File: src/rtl/wb_z80_bus_master.sv
// Wishbone B4 classic slave that replays each accepted transfer as a Z80-style
// bus cycle (nMREQ/nIORQ, nRD/nWR, nWAIT) toward legacy 8-bit peripherals.
module wb_z80_bus_master #(
    parameter logic [7:0]  IO_PAGE    = 8'h01,
    parameter int unsigned SETUP_CYC  = 1,
    parameter int unsigned STROBE_CYC = 3,
    parameter int unsigned HOLD_CYC   = 1,
    parameter int unsigned WAIT_TMO   = 255
) (
    input  logic        CLK,
    input  logic        nRESET,
    input  logic        wb_cyc_i,
    input  logic        wb_stb_i,
    input  logic        wb_we_i,
    input  logic [23:0] wb_adr_i,
    input  logic [7:0]  wb_dat_i,
    input  logic        wb_sel_i,
    output logic [7:0]  wb_dat_o,
    output logic        wb_ack_o,
    output logic        wb_err_o,
    output logic [15:0] A,
    output logic [7:0]  D_o,
    output logic        D_oe,
    input  logic [7:0]  D_i,
    output logic        nMREQ,
    output logic        nIORQ,
    output logic        nRD,
    output logic        nWR,
    input  logic        nWAIT,
    output logic        busy
);

    typedef enum logic [2:0] {
        ST_IDLE,
        ST_SETUP,
        ST_STROBE,
        ST_HOLD,
        ST_TERM
    } state_t;

    localparam logic [7:0] SETUP_LAST  = 8'(SETUP_CYC - 1);
    localparam logic [7:0] STROBE_LAST = 8'(STROBE_CYC - 1);
    localparam logic [7:0] HOLD_LAST   = 8'(HOLD_CYC - 1);
    localparam logic [7:0] WAIT_LIMIT  = 8'(WAIT_TMO);

    state_t      state_q, state_d;
    logic [7:0]  cnt_q, cnt_d;
    logic [7:0]  wait_cnt_q, wait_cnt_d;
    logic        we_q, we_d;
    logic        io_q, io_d;
    logic        err_q, err_d;
    logic        abort_q, abort_d;
    logic [15:0] a_d;
    logic [7:0]  do_d;
    logic        doe_d;
    logic [7:0]  rdat_d;
    logic        mreq_n_d, iorq_n_d, rd_n_d, wr_n_d;
    logic        strobe_on;
    logic        leave;
    logic        wait_s1, wait_s2;

    // nWAIT comes straight from a peripheral pin; idle level is released (1).
    // NOTE: sequential state uses non-blocking assignments so every flop samples pre-edge values.
    always_ff @(posedge CLK or posedge nRESET) begin
        if (nRESET) begin
            wait_s1 <= 1'b1;
            wait_s2 <= 1'b1;
        end else begin
            wait_s1 <= nWAIT;
            wait_s2 <= wait_s1;
        end
    end

    always_ff @(posedge CLK or posedge nRESET) begin
        if (nRESET) begin
            state_q    <= ST_IDLE;
            cnt_q      <= '0;
            wait_cnt_q <= '0;
            we_q       <= 1'b0;
            io_q       <= 1'b0;
            err_q      <= 1'b0;
            abort_q    <= 1'b0;
            A          <= '0;
            D_o        <= '0;
            D_oe       <= 1'b0;
            wb_dat_o   <= '0;
            nMREQ      <= 1'b1;
            nIORQ      <= 1'b1;
            nRD        <= 1'b1;
            nWR        <= 1'b1;
        end else begin
            state_q    <= state_d;
            cnt_q      <= cnt_d;
            wait_cnt_q <= wait_cnt_d;
            we_q       <= we_d;
            io_q       <= io_d;
            err_q      <= err_d;
            abort_q    <= abort_d;
            A          <= a_d;
            D_o        <= do_d;
            D_oe       <= doe_d;
            wb_dat_o   <= rdat_d;
            nMREQ      <= mreq_n_d;
            nIORQ      <= iorq_n_d;
            nRD        <= rd_n_d;
            nWR        <= wr_n_d;
        end
    end

    // NOTE: every variable gets a default before the case so no path leaves one unassigned (no latches).
    always_comb begin
        state_d    = state_q;
        cnt_d      = cnt_q;
        wait_cnt_d = wait_cnt_q;
        we_d       = we_q;
        io_d       = io_q;
        err_d      = err_q;
        abort_d    = abort_q;
        a_d        = A;
        do_d       = D_o;
        doe_d      = D_oe;
        rdat_d     = wb_dat_o;
        leave      = 1'b0;

        // A master that drops cyc loses its termination, but the Z80 cycle still completes.
        if (state_q != ST_IDLE && !wb_cyc_i) begin
            abort_d = 1'b1;
        end

        unique case (state_q)
            ST_IDLE: begin
                if (wb_cyc_i && wb_stb_i) begin
                    abort_d    = 1'b0;
                    err_d      = 1'b0;
                    cnt_d      = '0;
                    wait_cnt_d = '0;
                    if (wb_sel_i) begin
                        we_d  = wb_we_i;
                        io_d  = (wb_adr_i[23:16] == IO_PAGE);
                        a_d   = wb_adr_i[15:0];
                        if (wb_we_i) begin
                            do_d  = wb_dat_i;
                            doe_d = 1'b1;
                        end
                        state_d = ST_SETUP;
                    end else begin
                        rdat_d  = 8'hFF;
                        state_d = ST_TERM;
                    end
                end
            end
            ST_SETUP: begin
                if (cnt_q == SETUP_LAST) begin
                    cnt_d   = '0;
                    state_d = ST_STROBE;
                end else begin
                    cnt_d = cnt_q + 8'd1;
                end
            end
            ST_STROBE: begin
                if (cnt_q != STROBE_LAST) begin
                    cnt_d = cnt_q + 8'd1;
                end else if (!wait_s2) begin
                    if (wait_cnt_q == WAIT_LIMIT) begin
                        err_d = 1'b1;
                        leave = 1'b1;
                    end else begin
                        wait_cnt_d = wait_cnt_q + 8'd1;
                    end
                end else begin
                    leave = 1'b1;
                end
                if (leave) begin
                    cnt_d   = '0;
                    state_d = ST_HOLD;
                    if (err_d) begin
                        rdat_d = 8'hFF;
                    end else if (!we_q) begin
                        rdat_d = D_i;
                    end
                end
            end
            ST_HOLD: begin
                if (cnt_q == HOLD_LAST) begin
                    cnt_d   = '0;
                    doe_d   = 1'b0;
                    state_d = ST_TERM;
                end else begin
                    cnt_d = cnt_q + 8'd1;
                end
            end
            ST_TERM: begin
                state_d = ST_IDLE;
            end
            default: begin
                state_d = ST_IDLE;
            end
        endcase

        // Strobes are registered and only enabled while the next state is STROBE,
        // so they fall one edge after A settles and rise on the exit edge.
        strobe_on = (state_d == ST_STROBE);
        mreq_n_d  = ~(strobe_on & ~io_q);
        iorq_n_d  = ~(strobe_on &  io_q);
        rd_n_d    = ~(strobe_on & ~we_q);
        wr_n_d    = ~(strobe_on &  we_q);
    end

    assign busy     = (state_q != ST_IDLE);
    assign wb_ack_o = (state_q == ST_TERM) && !err_q && !abort_q && wb_cyc_i;
    assign wb_err_o = (state_q == ST_TERM) &&  err_q && !abort_q && wb_cyc_i;

endmodule

File: config.mk
export PLATFORM = sky130hd
export DESIGN_NAME = wb_z80_bus_master
export DESIGN_NICKNAME = d
export VERILOG_FILES = /design/src/rtl/wb_z80_bus_master.sv
export SDC_FILE = /design/constraint.sdc
export NUM_CORES = 1
export LEC_CHECK = 0
export CORE_MARGIN = 2
export CORE_UTILIZATION = 29
export CTS_BUF_LIST = sky130_fd_sc_hd__clkbuf_4
export DETAILED_ROUTE_END_ITERATION = 16
export HOLD_SLACK_MARGIN = 0.15
export PLACE_DENSITY = 0.58
export SYNTH_ARGS = -nofsm -noshare
export SYNTH_HDL_FRONTEND = slang
export SYNTH_SLANG_ARGS = --single-unit
File: constraint.sdc
create_clock -name CLK -period 2.2 [get_ports CLK]
set_input_delay 0.33 -clock CLK [delete_from_list [all_inputs] [get_ports CLK]]
set_output_delay 0.33 -clock CLK [all_outputs]
set_load 0.02 [all_outputs]
==> flow_metrics.env, run 1 <==
export IMPL_synth_largest_area_cell="dfrtp_1"
export IMPL_finalSetupViolCount=0
export IMPL_synth_area_leaders="dfrtp_1 (51%), mux2_2 (9.9%), dfstp_2 (5.7%)"
export IMPL_rows=35
export IMPL_antenna_left=0
export IMPL_final_cells=449
export IMPL_drc=0
export IMPL_numCtsBuffers=9
export IMPL_grt_max_degree=53
export IMPL_start_util_pct=29.8
export IMPL_die_h_um=101
export IMPL_maxCapViolCount=0
export IMPL_crit_path_start_kind="flip-flop"
export IMPL_slowest_delay_ps=400
export IMPL_fin_ws_ps=130
export IMPL_postSynthAreaPerCell_sq_um=12.0
export IMPL_holdWs_ps=173
export IMPL_viasPerCell=4.87
export IMPL_dp_cells=433
export IMPL_path_buf_inv=2
export IMPL_holdBufCountCts=0
export IMPL_layout_drive_gt1_share_pct=20.1
export IMPL_grt_pass1_vias=2183
export IMPL_io_pins=87
export IMPL_cts_tree="built"
export IMPL_antenna_found_initial=0
export IMPL_detail_route_first_pass_iterations=4
export IMPL_worst_slew_pin_slew_ps=487
export IMPL_worst_setup_path_end_kind="output pin"
export IMPL_dp_hpwl_um=4630
export IMPL_areaGrowthSynthToFinish_pct=43.7
export IMPL_yosysWarnings=0
export IMPL_synth_area_sq_um=2740
export IMPL_syn_inst=228
export IMPL_insertion_delay_ps=390
export IMPL_synth_seq_cells=62
export IMPL_die_area_sq_um=10300
export IMPL_wl_per_cell_um=14.0
export IMPL_crit_required_ps=1870
export IMPL_core_sq_um=9200
export IMPL_clk_pin_slew_worst_paths_ps=100
export IMPL_fillerInstances=915
export IMPL_rsz0062_at_grt="false"
export IMPL_finClkSkew_ps=11.7
export IMPL_grt_use_total_pct=12.8
export IMPL_io_buffers=86
export IMPL_cts_sinks=62
export IMPL_final_hold_violation_count=0
export IMPL_critical_path_class="reg2out"
export IMPL_grt_overflow_total=0
export IMPL_path_delay_family="buffers and inverters"
export IMPL_mostFrequentLayoutCells="clkdlybuf4s50_1 (83), dfrtp_1 (55), mux2_2 (24), nor2_1 (16), o21ai_0 (13)"
export IMPL_crit_fanout=4
export IMPL_antennaDiodeCount=0
export IMPL_min_period_ps=2070
export IMPL_vias=2185
export IMPL_wl_um=6270
export IMPL_preCtsSetupSlack_ps=-91.9
export IMPL_final_common_cell="clkdlybuf4s50_1"
export IMPL_slew_limit_headroom_pct=67.2
export IMPL_htree_levels=3
export IMPL_cts_root_buf="clkbuf_4"
export IMPL_syn_num_nets=279
export IMPL_grt_first_pass_wirelength_um=10300
export IMPL_dieWidth_um=101
export IMPL_drt_iter0_drc=160
export IMPL_cts_buffer_depth=2
export IMPL_finalMaxSlewViolations=0
export IMPL_ys_seq_area_share_pct=56.8
export IMPL_synth_top_area_share_pct=51.1
export IMPL_status="finished clean"
export IMPL_crit_slowest_cell="dfrtp_1"
export IMPL_nets=384
export IMPL_powerDensity_nw_per_um2=1180
export IMPL_place_gp_congestion=0.750
export IMPL_timing_fmax_ghz=0.483
export IMPL_synth_distinct_cells=44
export IMPL_finalCritPeriodShare_pct=94.1
export IMPL_leakage_nw=1.65
export IMPL_worstPathCellList="inv_1 -> nand3_1 -> nor4b_1 -> dlygate4sd2_1"
export IMPL_hold_class="in2async"
export IMPL_worstPathArrival_ps=1740
export IMPL_ir_worst_vdd_v=0.000526
per-stage QoR:
step	instance area (sq um)	utilization (%)	total power, mW	setup TNS (ps)
2_1_floorplan	2740	-	3.02	0
3_3_place_gp	3830	41.7	4.03	-58.7
3_5_place_dp	3830	41.7	4.06	-118
4_1_cts	3940	42.8	4.73	0
5_1_grt	3940	42.8	4.99	0
6_report	3940	42.8	4.66	0
synthesized netlist by cell type, drive strengths merged:
cell type,number
and2,3
xnor2,7
nor2,17
nand3b,3
a41oi,2
nand4,3
o2111ai,1
a41o,1
xor2,1
o21ai,13
and4b,1
a311oi,1
a21oi,8
dfrtp,56
and3,3
a211o,1
nand2,12
nand2b,1
a311o,2
or3,3
nor3b,1
buf,6
o22a,8
a21o,2
or2,1
ha,4
mux2i,1
mux2,24
o2bb2ai,1
nor3,2
dfstp,6
inv,10
a31oi,1
nor4,6
nand3,10
o211a,1
a2bb2oi,1
nor4b,4
layout make-up:
cell class	count	area, sq um	share of cell area (%)
clock buffer	11	82.6	2.10
clock inverter	5	26.3	0.667
inverter	10	37.5	0.953
multi-input combinational	150	1110	28.1
sequential	62	1560	39.6
tap	111	139	3.52
timing repair buffer	100	987	25.1
state kept, by name, indices dropped and copies added (netlist names), 3 cells and up:
signal      cells
D_o             8
wait_cnt_q      8
A              16
cnt_q           8
wb_dat_o        8
state_q         3
cells by family (layout without fill, tap and decap cells):
kind of cell | Yosys count | count (layout) | synth area share [%]
adders and majority gates | 4 | 4 | 1.82
DFF | 62 | 62 | 56.8
buffers and inverters | 16 | 126 | 2.78
AOI/OAI and AO/OA | 43 | 43 | 11.4
and+or+nand+nor | 70 | 70 | 14.4
muxes | 25 | 25 | 10.2
xor gates and xnor gates | 8 | 8 | 2.55
report_power, final:
group,total (mW),internal (mW),leakage [nW],switching [mW]
clock,0.652,0.249,0.0641,0.403
sequential,1.78,1.54,0.747,0.240
combinational,2.23,1.15,0.835,1.08
total,4.66,2.93,1.65,1.72
final timing paths:
| check | startpoint | to | slack, ps | depth (start not counted) |
|---|---|---|---|---|
| min in group CLK | nWAIT | wait_s1 | 350 | 1 |
| worst min-delay path | nRESET | wb_dat_o[4] | 170 | 2 |
| worst min register to register | wait_s1 | wait_s2 | 360 | 0 |
| worst max register to register | cnt_q[0] | wb_dat_o[0] | 160 | 7 |
| max in group asynchronous | nRESET | wait_s1 | 1420 | 3 |
| worst max-delay path | state_q[1] | wb_err_o | 130 | 4 |
layer usage:
metal / share of wire, % / wire length [um] / global-route usage (%) / vias to the layer above
met5: 0 / 0 / 0 / -
met4: 0.88 / 55 / 3.74 / 0
met3: 7.3 / 461 / 5.66 / 4
met2: 47 / 2950 / 20.1 / 66
met1: 45 / 2810 / 16.1 / 1070
li1: - / - / - / 1045
timing repair:
action                                  4_1_cts  5_1_grt
setup buffers                                 0        0
endpoints found under the setup margin        3        0
resized for setup                             4        0
Power figures use the tool's default switching activity.
==> run 2: changes to the inputs <==
- GPL_ROUTABILITY_DRIVEN: not set -> 0
- SKIP_CTS_REPAIR_TIMING: not set -> 1
==> run 2 against run 1 <==
  * Worst setup slack better by 34 ps
  * Hold slack worse by 2.3 ps
  * Count of clock-buffer cells in the layout stayed put
  * Non-clock buffer count stayed put
  * Largest power group unchanged
  * Sequential power hardly changed
  * Total power is 0.24% higher
  * Clock power hardly changed
  * Sequential share of layout area is 0.11 points lower
  * Flip-flop and latch count stayed put
  * Clock skew is 2.1 ps higher
==> flow_metrics.env, run 2 (same netlist as run 1, synthesis figures left out) <==
export IMPL_status="finished clean"
export IMPL_crit_required_ps=2500
export IMPL_nets=384
export IMPL_die_area_sq_um=10300
export IMPL_start_util_pct=29.8
export IMPL_crit_fanout=8
export IMPL_antenna_left=0
export IMPL_r2r_start="cnt_q[0]"
export IMPL_insertion_delay_ps=400
export IMPL_cts_root_buf="clkbuf_4"
export IMPL_mostFrequentLayoutCells="clkdlybuf4s50_1 (83), dfrtp_1 (55), mux2_2 (24), nor2_1 (16), o21ai_0 (13)"
export IMPL_rrSetupSlack_ps=160
export IMPL_detail_route_first_pass_iterations=6
export IMPL_ir_worst_vdd_v=0.000500
export IMPL_final_area_sq_um=3950
export IMPL_final_hold_violation_count=0
export IMPL_r2r_end="wb_dat_o[7]"
export IMPL_powerDensity_nw_per_um2=1180
export IMPL_cts_tree="built"
export IMPL_p_total_mw=4.67
export IMPL_worstPathCellList="inv_1 -> ha_1 -> nor3b_1 -> and2_1 -> o2111ai_1 -> a211o_4 -> o22a_1"
export IMPL_regMostFlops="A"
export IMPL_final_cells=449
export IMPL_rows=35
export IMPL_numCtsBuffers=9
export IMPL_core_sq_um=9200
export IMPL_critical_path_class="reg2reg"
export IMPL_largest_reg_flops=16
export IMPL_htree_levels=3
export IMPL_die_h_um=101
export IMPL_wl_um=6290
export IMPL_drt_iter0_drc=104
export IMPL_leakage_nw=1.68
export IMPL_maxCapViolCount=0
export IMPL_wl_per_cell_um=14.0
export IMPL_final_common_cell="clkdlybuf4s50_1"
export IMPL_clk_pin_slew_worst_paths_ps=110
export IMPL_grt_max_degree=53
export IMPL_grt_overflow_total=0
export IMPL_areaGrowthSynthToFinish_pct=44.1
export IMPL_placement_cell_area_sq_um=3830
export IMPL_antenna_found_initial=0
export IMPL_worst_slew_pin_slew_ps=489
export IMPL_viasPerCell=4.84
export IMPL_grt_first_pass_wirelength_um=10300
export IMPL_grt_pass1_vias=2183
export IMPL_finClkSkew_ps=13.9
export IMPL_worstPathArrival_ps=2330
export IMPL_fillerInstances=915
export IMPL_finalMaxSlewViolations=0
export IMPL_io_pins=87
export IMPL_io_buffers=86
export IMPL_drc=0
export IMPL_crit_slowest_cell="a211o_4"
export IMPL_slew_limit_headroom_pct=67.1
export IMPL_finalCritPeriodShare_pct=92.6
export IMPL_cts_buffer_depth=2
export IMPL_dp_hpwl_um=4630
export IMPL_grt_use_total_pct=12.8
export IMPL_r2r_cells=7
export IMPL_layout_drive_gt1_share_pct=20.1
export IMPL_worst_setup_path_end_kind="flip-flop"
export IMPL_slowest_delay_ps=430
export IMPL_antennaDiodeCount=0
export IMPL_dieWidth_um=101
export IMPL_rsz0062_at_grt="false"
export IMPL_dp_cells=433
export IMPL_finalSetupViolCount=0
export IMPL_min_period_ps=2040
export IMPL_cts_sinks=62
export IMPL_timing_fmax_ghz=0.491
export IMPL_vias=2175
export IMPL_crit_path_start_kind="flip-flop"
export IMPL_hold_class="in2async"
-- run 2: changes by cell type in the layout (fill, tap and decap cells not counted) --
cell,before,now
dlygate4sd2_1,3,0
dlymetal6s2s_1,0,3
-- run 2: worst max path at each step --
stage | slack (ps) | depth (start not counted) | start | endpoint
after floorplan | 180 | 8 | state_q[0] | A[0]
after global placement | -60 | 4 | wb_cyc_i | wb_err_o
after detailed placement | -90 | 4 | wb_cyc_i | wb_err_o
after CTS | -260 | 3 | state_q[2] | wb_err_o
after global routing | 10 | 7 | cnt_q[0] | wb_dat_o[3]
final | 160 | 7 | cnt_q[0] | wb_dat_o[7]
-- run 2: critical path, delay by kind of cell (launching register included) --
kind / cells / cell delay [ps]
AO/OA/AOI/OAI: 3 / 840
buffers and inverters: 1 / 80
flip-flops: 1 / 400
AND/OR/NAND/NOR: 2 / 480
adder cells (fa/ha/maj): 1 / 140
-- run 2: metal layers --
metal	wire, um	up-vias	GRT usage [%]
met5	0	-	0
met4	53	0	3.74
met3	479	4	5.66
met2	2920	69	20.1
met1	2840	1055	16.1
li1	-	1047	-
-- run 2: power by group --
part           switching, mW  internal, mW
combinational           1.08          1.16
sequential             0.241          1.54
clock                  0.405         0.249
total                   1.72          2.94
-- run 2: stage by stage --
| step | util (%) | hold slack [ps] | setup TNS, ps | worst slack, ps |
|---|---|---|---|---|
| after global routing | 43.0 | 151 | 0 | 10.1 |
| after CTS | 42.9 | 152 | -567 | -264 |
| final | 43.0 | 171 | 0 | 164 |
| after floorplan | - | 334 | 0 | 179 |
| after global placement | 41.7 | 346 | -58.7 | -58.7 |
| after detailed placement | 41.7 | 348 | -118 | -91.9 |
-- run 2: area by class of cell --
| class | count | area (sq um) | share of cell area (%) |
|---|---|---|---|
| clock buffers | 11 | 82.6 | 2.09 |
| flip-flops and latches | 62 | 1560 | 39.5 |
| well taps | 111 | 139 | 3.51 |
| clock inverters | 5 | 26.3 | 0.665 |
| multi-input cells | 150 | 1110 | 28.0 |
| repair buffers | 100 | 998 | 25.3 |
| inverters | 10 | 37.5 | 0.950 |
